## config.mk

```make
export PLATFORM = sky130hd
export DESIGN_NAME = m_dram_store_buffer
export DESIGN_NICKNAME = d
export VERILOG_FILES = /design/src/rtl/m_dram_store_buffer.sv
export SDC_FILE = /design/constraint.sdc
export NUM_CORES = 1
export LEC_CHECK = 0
export ABC_AREA = 1
export CORE_UTILIZATION = 55
export CTS_CLUSTER_DIAMETER = 150
export DETAILED_ROUTE_END_ITERATION = 16
export DONT_BUFFER_PORTS = 1
export GPL_TIMING_DRIVEN = 0
export PLACE_DENSITY = 0.7
export SLEW_MARGIN = 40
export SYNTH_ARGS = -nofsm -noshare
export SYNTH_HDL_FRONTEND = slang
export SYNTH_SLANG_ARGS = --single-unit
```

## constraint.sdc

```tcl
create_clock -name w_clock -period 7.98 [get_ports w_clock]
set_input_delay 1.596 -clock w_clock [delete_from_list [all_inputs] [get_ports w_clock]]
set_output_delay 1.596 -clock w_clock [all_outputs]
set_load 0.02 [all_outputs]
```

## src/rtl/m_dram_store_buffer.sv

```systemverilog
// m_dram_store_buffer: store path into the shared DRAM.
// The block buffers stores from the MA stage in a small FIFO. It then drains the FIFO oldest
// first as single-cycle write requests. Each request waits for a one-cycle ack and is
// reissued if the ack never comes.
// Optional build macro STORE_FWD_EN adds a load-address compare against all buffered stores.
module m_dram_store_buffer #(
  parameter int DEPTH   = 4,   // FIFO entries, power of two 2..16
  parameter int TIMEOUT = 15   // wait cycles before a reissue, 1..255
) (
  input  logic        w_clock,
  input  logic        w_rst_n,
  input  logic        w_push,
  input  logic [31:0] w_paddr,
  input  logic [31:0] w_pdata,
  output logic        w_full,
  output logic        w_empty,
  output logic        r_dreq,
  output logic [31:0] r_daddr,
  output logic [31:0] r_ddata,
  input  logic        w_dack,
  output logic        r_err,
  input  logic [31:0] w_laddr,
  output logic        w_fwd_hit,
  output logic [31:0] w_fwd_data
);

  localparam int AW = $clog2(DEPTH);
  localparam int CW = $clog2(DEPTH + 1);
  localparam logic [7:0] TMO_LAST = 8'(TIMEOUT - 1);

  typedef enum logic [1:0] {S_IDLE, S_ISSUE, S_WAIT} state_t;

  logic [29:0]   mem_addr [DEPTH];   // word address; byte offset is always zero
  logic [31:0]   mem_data [DEPTH];
  logic [AW-1:0] wr_ptr, rd_ptr;
  logic [CW-1:0] count;
  logic [7:0]    tmo_cnt;
  state_t        state, state_next;
  logic          push_ok, pop;

  assign w_full  = (count == CW'(DEPTH));
  assign w_empty = (count == '0) && (state == S_IDLE);
  // No push-through: a full FIFO refuses even when the head pops this cycle.
  assign push_ok = w_push & ~w_full;
  assign pop     = (state == S_WAIT) & w_dack;

  // Entry storage, written at the tail.
  // NOTE: storage is deliberately not reset; count alone says which entries are valid.
  always_ff @(posedge w_clock) begin
    if (push_ok) begin
      mem_addr[wr_ptr] <= w_paddr[31:2];
      mem_data[wr_ptr] <= w_pdata;
    end
  end

  // FIFO pointers and occupancy; pointers wrap naturally at DEPTH.
  always_ff @(posedge w_clock) begin
    if (!w_rst_n) begin
      wr_ptr <= '0;
      rd_ptr <= '0;
      count  <= '0;
    end else begin
      // NOTE: sequential state always uses non-blocking assignments to avoid ordering races.
      if (push_ok) wr_ptr <= wr_ptr + AW'(1);
      if (pop)     rd_ptr <= rd_ptr + AW'(1);
      case ({push_ok, pop})
        2'b10:   count <= count + CW'(1);
        2'b01:   count <= count - CW'(1);
        default: count <= count;
      endcase
    end
  end

  // Next-state decode for the drain FSM.
  always_comb begin
    // NOTE: default first so no path leaves state_next unassigned (no latch).
    state_next = state;
    case (state)
      S_IDLE:  if (count != '0) state_next = S_ISSUE;
      S_ISSUE: state_next = S_WAIT;
      S_WAIT: begin
        if (w_dack)                    state_next = S_IDLE;
        else if (tmo_cnt == TMO_LAST)  state_next = S_ISSUE;
      end
      default: state_next = S_IDLE;
    endcase
  end

  // State register plus the registered DRAM-side outputs and timeout tracking.
  always_ff @(posedge w_clock) begin
    if (!w_rst_n) begin
      state   <= S_IDLE;
      r_dreq  <= 1'b0;
      r_daddr <= '0;
      r_ddata <= '0;
      r_err   <= 1'b0;
      tmo_cnt <= '0;
    end else begin
      state  <= state_next;
      r_dreq <= (state_next == S_ISSUE);
      if (state == S_IDLE && count != '0) begin
        r_daddr <= {mem_addr[rd_ptr], 2'b00};
        r_ddata <= mem_data[rd_ptr];
      end
      if (state == S_ISSUE) begin
        tmo_cnt <= '0;
      end else if (state == S_WAIT && !w_dack) begin
        tmo_cnt <= tmo_cnt + 8'd1;
        if (tmo_cnt == TMO_LAST) r_err <= 1'b1;
      end
    end
  end

`ifdef STORE_FWD_EN
  logic [AW-1:0] idx;
  logic          unused_bits;
  assign unused_bits = ^w_paddr[1:0];

  // Scan valid entries oldest to youngest so the youngest match wins.
  always_comb begin
    w_fwd_hit  = 1'b0;
    w_fwd_data = '0;
    idx        = '0;
    for (int i = 0; i < DEPTH; i++) begin
      idx = rd_ptr + AW'(i);
      if (CW'(i) < count && mem_addr[idx] == w_laddr[31:2]) begin
        w_fwd_hit  = 1'b1;
        w_fwd_data = mem_data[idx];
      end
    end
  end
`else
  logic unused_bits;
  assign unused_bits = ^{w_laddr, w_paddr[1:0]};
  assign w_fwd_hit   = 1'b0;
  assign w_fwd_data  = '0;
`endif

endmodule
```

==> Word-level counts from Yosys, hierarchy flattened <==
Memories as Yosys holds them, arrays and structs flattened. A register that Yosys moved wholly into a read port is not among the register bits.
Cells that the tools add are included.
{ "classes": {"add_sub_neg": 5, "eq_ne": 7, "mux": 7, "bitwise": 5, "reduce_logical": 12} }
{ "op_table": {"columns": ["op", "n"], "rows": [
  ["$add 8x1->8 const B", 1],
  ["$eq 8x4->1 const B", 1],
  ["$eq 2x1->1 const B", 3],
  ["$mux 2", 3],
  ["$pmux 2 s3", 1],
  ["$pmux 3 s2", 1],
  ["$add 2x1->2 const B", 2],
  ["$eq 2x2->1 const B", 2],
  ["$add 3x1->3 const B", 1],
  ["$eq 3x3->1 const B", 1],
  ["$logic_and 1x1->1", 3],
  ["$logic_not 1->1", 3],
  ["$logic_not 3->1", 1],
  ["$not 1->1", 3],
  ["$reduce_and 3->1", 1],
  ["$reduce_bool 3->1", 1],
  ["$sub 3x1->3 const B", 1],
  ["$and 1x1->1", 2],
  ["$logic_not 2->1", 1],
  ["$mux 1", 2],
  ["$reduce_bool 2->1", 1],
  ["$reduce_or 2->1", 1]
]} }
{ "word_totals": {"regBits": 19, "ram_bits": 248, "in_bits": 100, "output_inout_bits": 101, "mem_count": 2} }
{ "mem_list": {"columns": ["name", "depth", "width", "read_ports", "rd_ports_with_merged_regs", "wr", "line_no", "text"], "rows": [
  ["mem_data", 4, 32, 1, 1, 1, "34", "logic [31:0] mem_data [DEPTH];"],
  ["mem_addr", 4, 30, 1, 1, 1, "33", "logic [29:0] mem_addr [DEPTH];"]
]} }

==> Depth between registers and ports, before layout <==
{ "logic_depth": {"word_depth": 5, "ltp_mapped": 11} }

==> Worst setup path after synthesis <==
OpenSTA, ideal clock, no wires.
{ "synth_timing": {"path_type": "input -> register", "start": "input w_push", "end": "memory mem_addr[0][0] (enable)", "t_arrival_ns": 4.363, "t_required_ns": 7.498, "slack_ns": 3.134, "cell_stages": 2, "cell_sequence": "nand2_1 > nor2_1"} }
{ "synth_between": {"elab_chain_len": 3} }
{ "synth_lines": {"columns": ["element", "line_no", "text"], "rows": [
  ["start, declared", "12", "input logic w_push,"],
  ["$and 1x1->1", "44", "assign push_ok = w_push & ~w_full;"],
  ["$mux 1", "50", "if (push_ok) begin"],
  ["$mux 1 (not written as such)", "51", "mem_addr[wr_ptr] <= w_paddr[31:2];"],
  ["end, declared", "33", null]
]} }
Every way passes these cells.

==> Worst setup path in the final report <==
{ "layout_timing": {"start": "register count[0]", "end": "output w_empty"} }
{ "layout_between": {"elab_chain_len": 2} }
{ "layout_lines": {"columns": ["element", "line_no", "text"], "rows": [
  ["start, declared", "36", "logic [CW-1:0] count;"],
  ["start signal, assigned", "67", "2'b10: count <= count + CW'(1);"],
  ["start signal, assigned", "68", "2'b01: count <= count - CW'(1);"],
  ["start signal, assigned", "69", "default: count <= count;"],
  ["$logic_not 3->1", "42", "assign w_empty = (count == '0) && (state == S_IDLE);"],
  ["$logic_and 1x1->1", "42", null],
  ["end, declared", "16", "output logic w_empty,"]
]} }
Every way passes these cells.

==> metrics.md <==
| Metric | Value |
|---|---|
| Status | `finished, final reports clean` |
| First-pass GRT wire length | `43.18 mm` |
| Post-route DRC | `0` |
| Die Area | `between 20,000 and 25,000 um^2` |
| Postcts setup bufs | `0` |
| Fin crit period | `just over 3 ns` |
| Unrepaired setup endpoints after global routing | `no` |
| Final core occ | `0.6522` |
| Final setup TNS | `0 ns` |
| Post_cts resized | `0` |
| Syn Area/Cell | `between 10 and 15 um^2` |
| Max-cap violation count | `0` |
| Startpoint Class | `register` |
| Final GP Congestion | `~0.77` |
| Crit share post-route | `0.3895` |
| Buffers plus inverters on the worst setup path | `1` |
| Largest area contributor in the synthesized netlist | `edfxtp_1` |
| Setup WS pre-CTS | `~4.8 ns` |
| I/O pins | `roughly 200` |
| Syn-to-layout area delta | `15.19%` |
| Syn Inst Count | `around 1,200` |
| Max FO, Critical Path | `3` |
| Via/cell ratio | `5.190` |
| Initial Util | `0.5662` |
| Total gr overflow | `0` |
| Clk buf depth | `3` |
| Clock Skew | `0.01532 ns` |
| CTS root buf | `clkbuf_16` |
| Crit Path Category | `register to primary output` |
| Slew HR | `0.5787` |
| LEAKAGE | `roughly 5.7 nW` |
| Max VDD drop | `0.1810 mV` |
| Die Wd | `155.6 um` |
| Hold Crit Class | `register to register` |
| Site row count | `55` |
| Pwr/cell area | `between 200 and 300 nW/um^2` |
| # clock sinks | `between 300 and 400` |
| Crit path depth | `3` |
| Core region area | `around 23,000 um^2` |
| Slowest stage delay, CP | `around 0.51 ns` |
| Tightest Pin Transition | `~0.63 ns` |
| Share of the synthesized area in the top cell type | `0.5740` |
| Synthesized area | `approximately 13,000 um^2` |
| Antenna viol nets, final | `0` |
| Detailed-placement wirelength estimate | `18.25 mm` |
| Critical Path End Type | `primary output` |
| Hold path cells | `1` |
| Setup violators final | `0` |
| Share of cells above drive strength 1 | `0.1283` |
| Final hold vios | `0` |
| Fmax | `321.8 MHz` |
| Num CTS Buffers | `34` |
| CP Cell Sequence | `inv_2 > nand3_2 > nor3_1` |
| CTS tree | `built` |
| Count of cell types in the netlist | `32` |
| Crit path max-delay cell type | `nor3_1` |
| Worst Slack Setup Final | `approximately 4.9 ns` |
| TritonRoute pass-1 iters | `5` |
| Cell family with most CP delay | `simple AND/OR/NAND/NOR gates` |
| GRT Total Usage | `0.2371` |
| H-tree depth | `2` |
| R2R cell count | `11` |
| Worst skew pair latency | `~0.50 ns` |
| Critical Path RT | `approximately 6.4 ns` |
| Vias in the first global route | `8,024` |
| Sequential fraction of the synthesis area | `0.6989` |
| DR vias | `8,215` |
| Design Power | `about 4.1 mW` |
| Count of warnings emitted by yosys | `0` |
| Largest net degree at the start of global routing | `18` |
| I/O Buffers | `0` |
| Antenna diodes | `0` |
| Reg clk slew, reported paths | `approximately 0.060 ns` |
| Top post-synthesis cells by area | `edfxtp_1, dfxtp_1, nor2_1` |
| DRT iter0 DRCs | `roughly 550` |
| WL final | `28.42 mm` |
| Fin nets | `1,353` |
| Initial antenna violation count | `0` |
| DR WL/cell | `between 15 and 20 um` |
| Height of the chip | `155.6 um` |
| Synth Register Bits | `329` |
| CP arrival | `between 1.5 and 2 ns` |
| Fin. max-slew vios | `0` |
| Cts hold-fix bufs | `0` |
[worst reg2reg max path: cells and delay by family (launching register included)]
kind	cells	cell delay [ns]
buf+inv	2	0.15
simple gates	5	0.78
compound gates	2	0.28
fa+ha+maj	2	0.63
flops	1	0.32
[per-stage QoR]
step                cells  instance area, um^2  hold slack [ns]
CTS                  1583                14950           0.4749
detailed placement   1522                13880           0.4663
global placement     1506                13490           0.4563
finish               1583                14950           0.4702
global route         1583                14950           0.4892
floorplan            1193                13100           0.4423
[report_power, final]
part	internal, mW	leakage (nW)	total (mW)	switching, mW
sequential	1.98	2.94	2.14	0.154
combinational	0.168	2.25	0.473	0.304
clock	0.893	0.529	1.51	0.619
[flip-flops by register name, summed over array words and instances, names as in the netlist, 3 cells and up]
register	count
mem_data	128
count	3
mem_addr	120
r_daddr	30
r_ddata	32
tmo_cnt	8
[Yosys cell counts]
master,instances
inv_6,1
o21bai_1,1
nand3b_1,1
clkinv_4,1
nand3_1,7
xor2_1,1
nor3_1,2
o21ai_1,20
buf_4,36
dfxtp_1,81
inv_2,4
buf_2,23
conb_1,1
o22ai_1,62
buf_12,1
nor3b_1,1
edfxtp_1,248
nor2_2,11
inv_1,85
nand2_1,145
nand3_4,1
o21ai_0,111
clkbuf_1,19
buf_8,1
nand3_2,1
buf_6,11
fa_1,1
clkbuf_2,5
ha_1,7
nand4_1,3
a21oi_1,17
nor2_1,250
[layer usage]
| layer | track usage | share of wire | wire [um] | up-vias |
|---|---|---|---|---|
| li1 | - | - | - | 4017 |
| met4 | 0.07423 | 0.023 | 647 | 0 |
| met5 | 0 | 0 | 0 | - |
| met3 | 0.05972 | 0.079 | 2241 | 53 |
| met2 | 0.4151 | 0.50 | 14140 | 276 |
| met1 | 0.2885 | 0.40 | 11390 | 3869 |
[cells in the final DEF, fill, tap and decap left out, drive strengths merged]
master and n:
a21oi 17, buf 88, bufinv 2, clkbuf 67
clkinv 16, conb 35, dfxtp 81, edfxtp 248
fa 1, ha 7, inv 91, nand2 145
nand3 9, nand3b 1, nand4 3, nor2 261
nor3 2, nor3b 1, o21ai 131, o21bai 1
o22ai 62, xor2 1
[final timing paths]
path,slack [ns],start,to
max,4.87,count[0],w_empty
min,0.47,count[0],count[0]
max reg2reg,5.76,count[0],count[2]
min reg2reg,0.47,count[0],count[0]
[final cells by class]
class | instances | area, um^2
Clock buffer | 43 | 935.9
Timing Repair Buffer | 16 | 352.8
Sequential cell | 329 | 9069
Buffer | 96 | 640.6
Multi-Input combinational cell | 677 | 3072
Clock inverter | 18 | 132.6
Tap cell | 313 | 391.6
Inverter | 91 | 351.6
Fill cell | 1797 | 7970
[kinds of logic (layout without fill, tap and decap cells)]
group | Yosys count | in the layout | synth area share
AOI/OAI and AO/OA | 211 | 211 | 0.08756
xor gates and xnor gates | 1 | 1 | 0.0006751
adders and majority gates | 8 | 8 | 0.008293
buffers and inverters | 187 | 264 | 0.07647
DFF | 329 | 329 | 0.6989
other | 1 | 35 | 0.0002890
and+or+nand+nor | 422 | 422 | 0.1278
(Power assumes the default switching activity.)
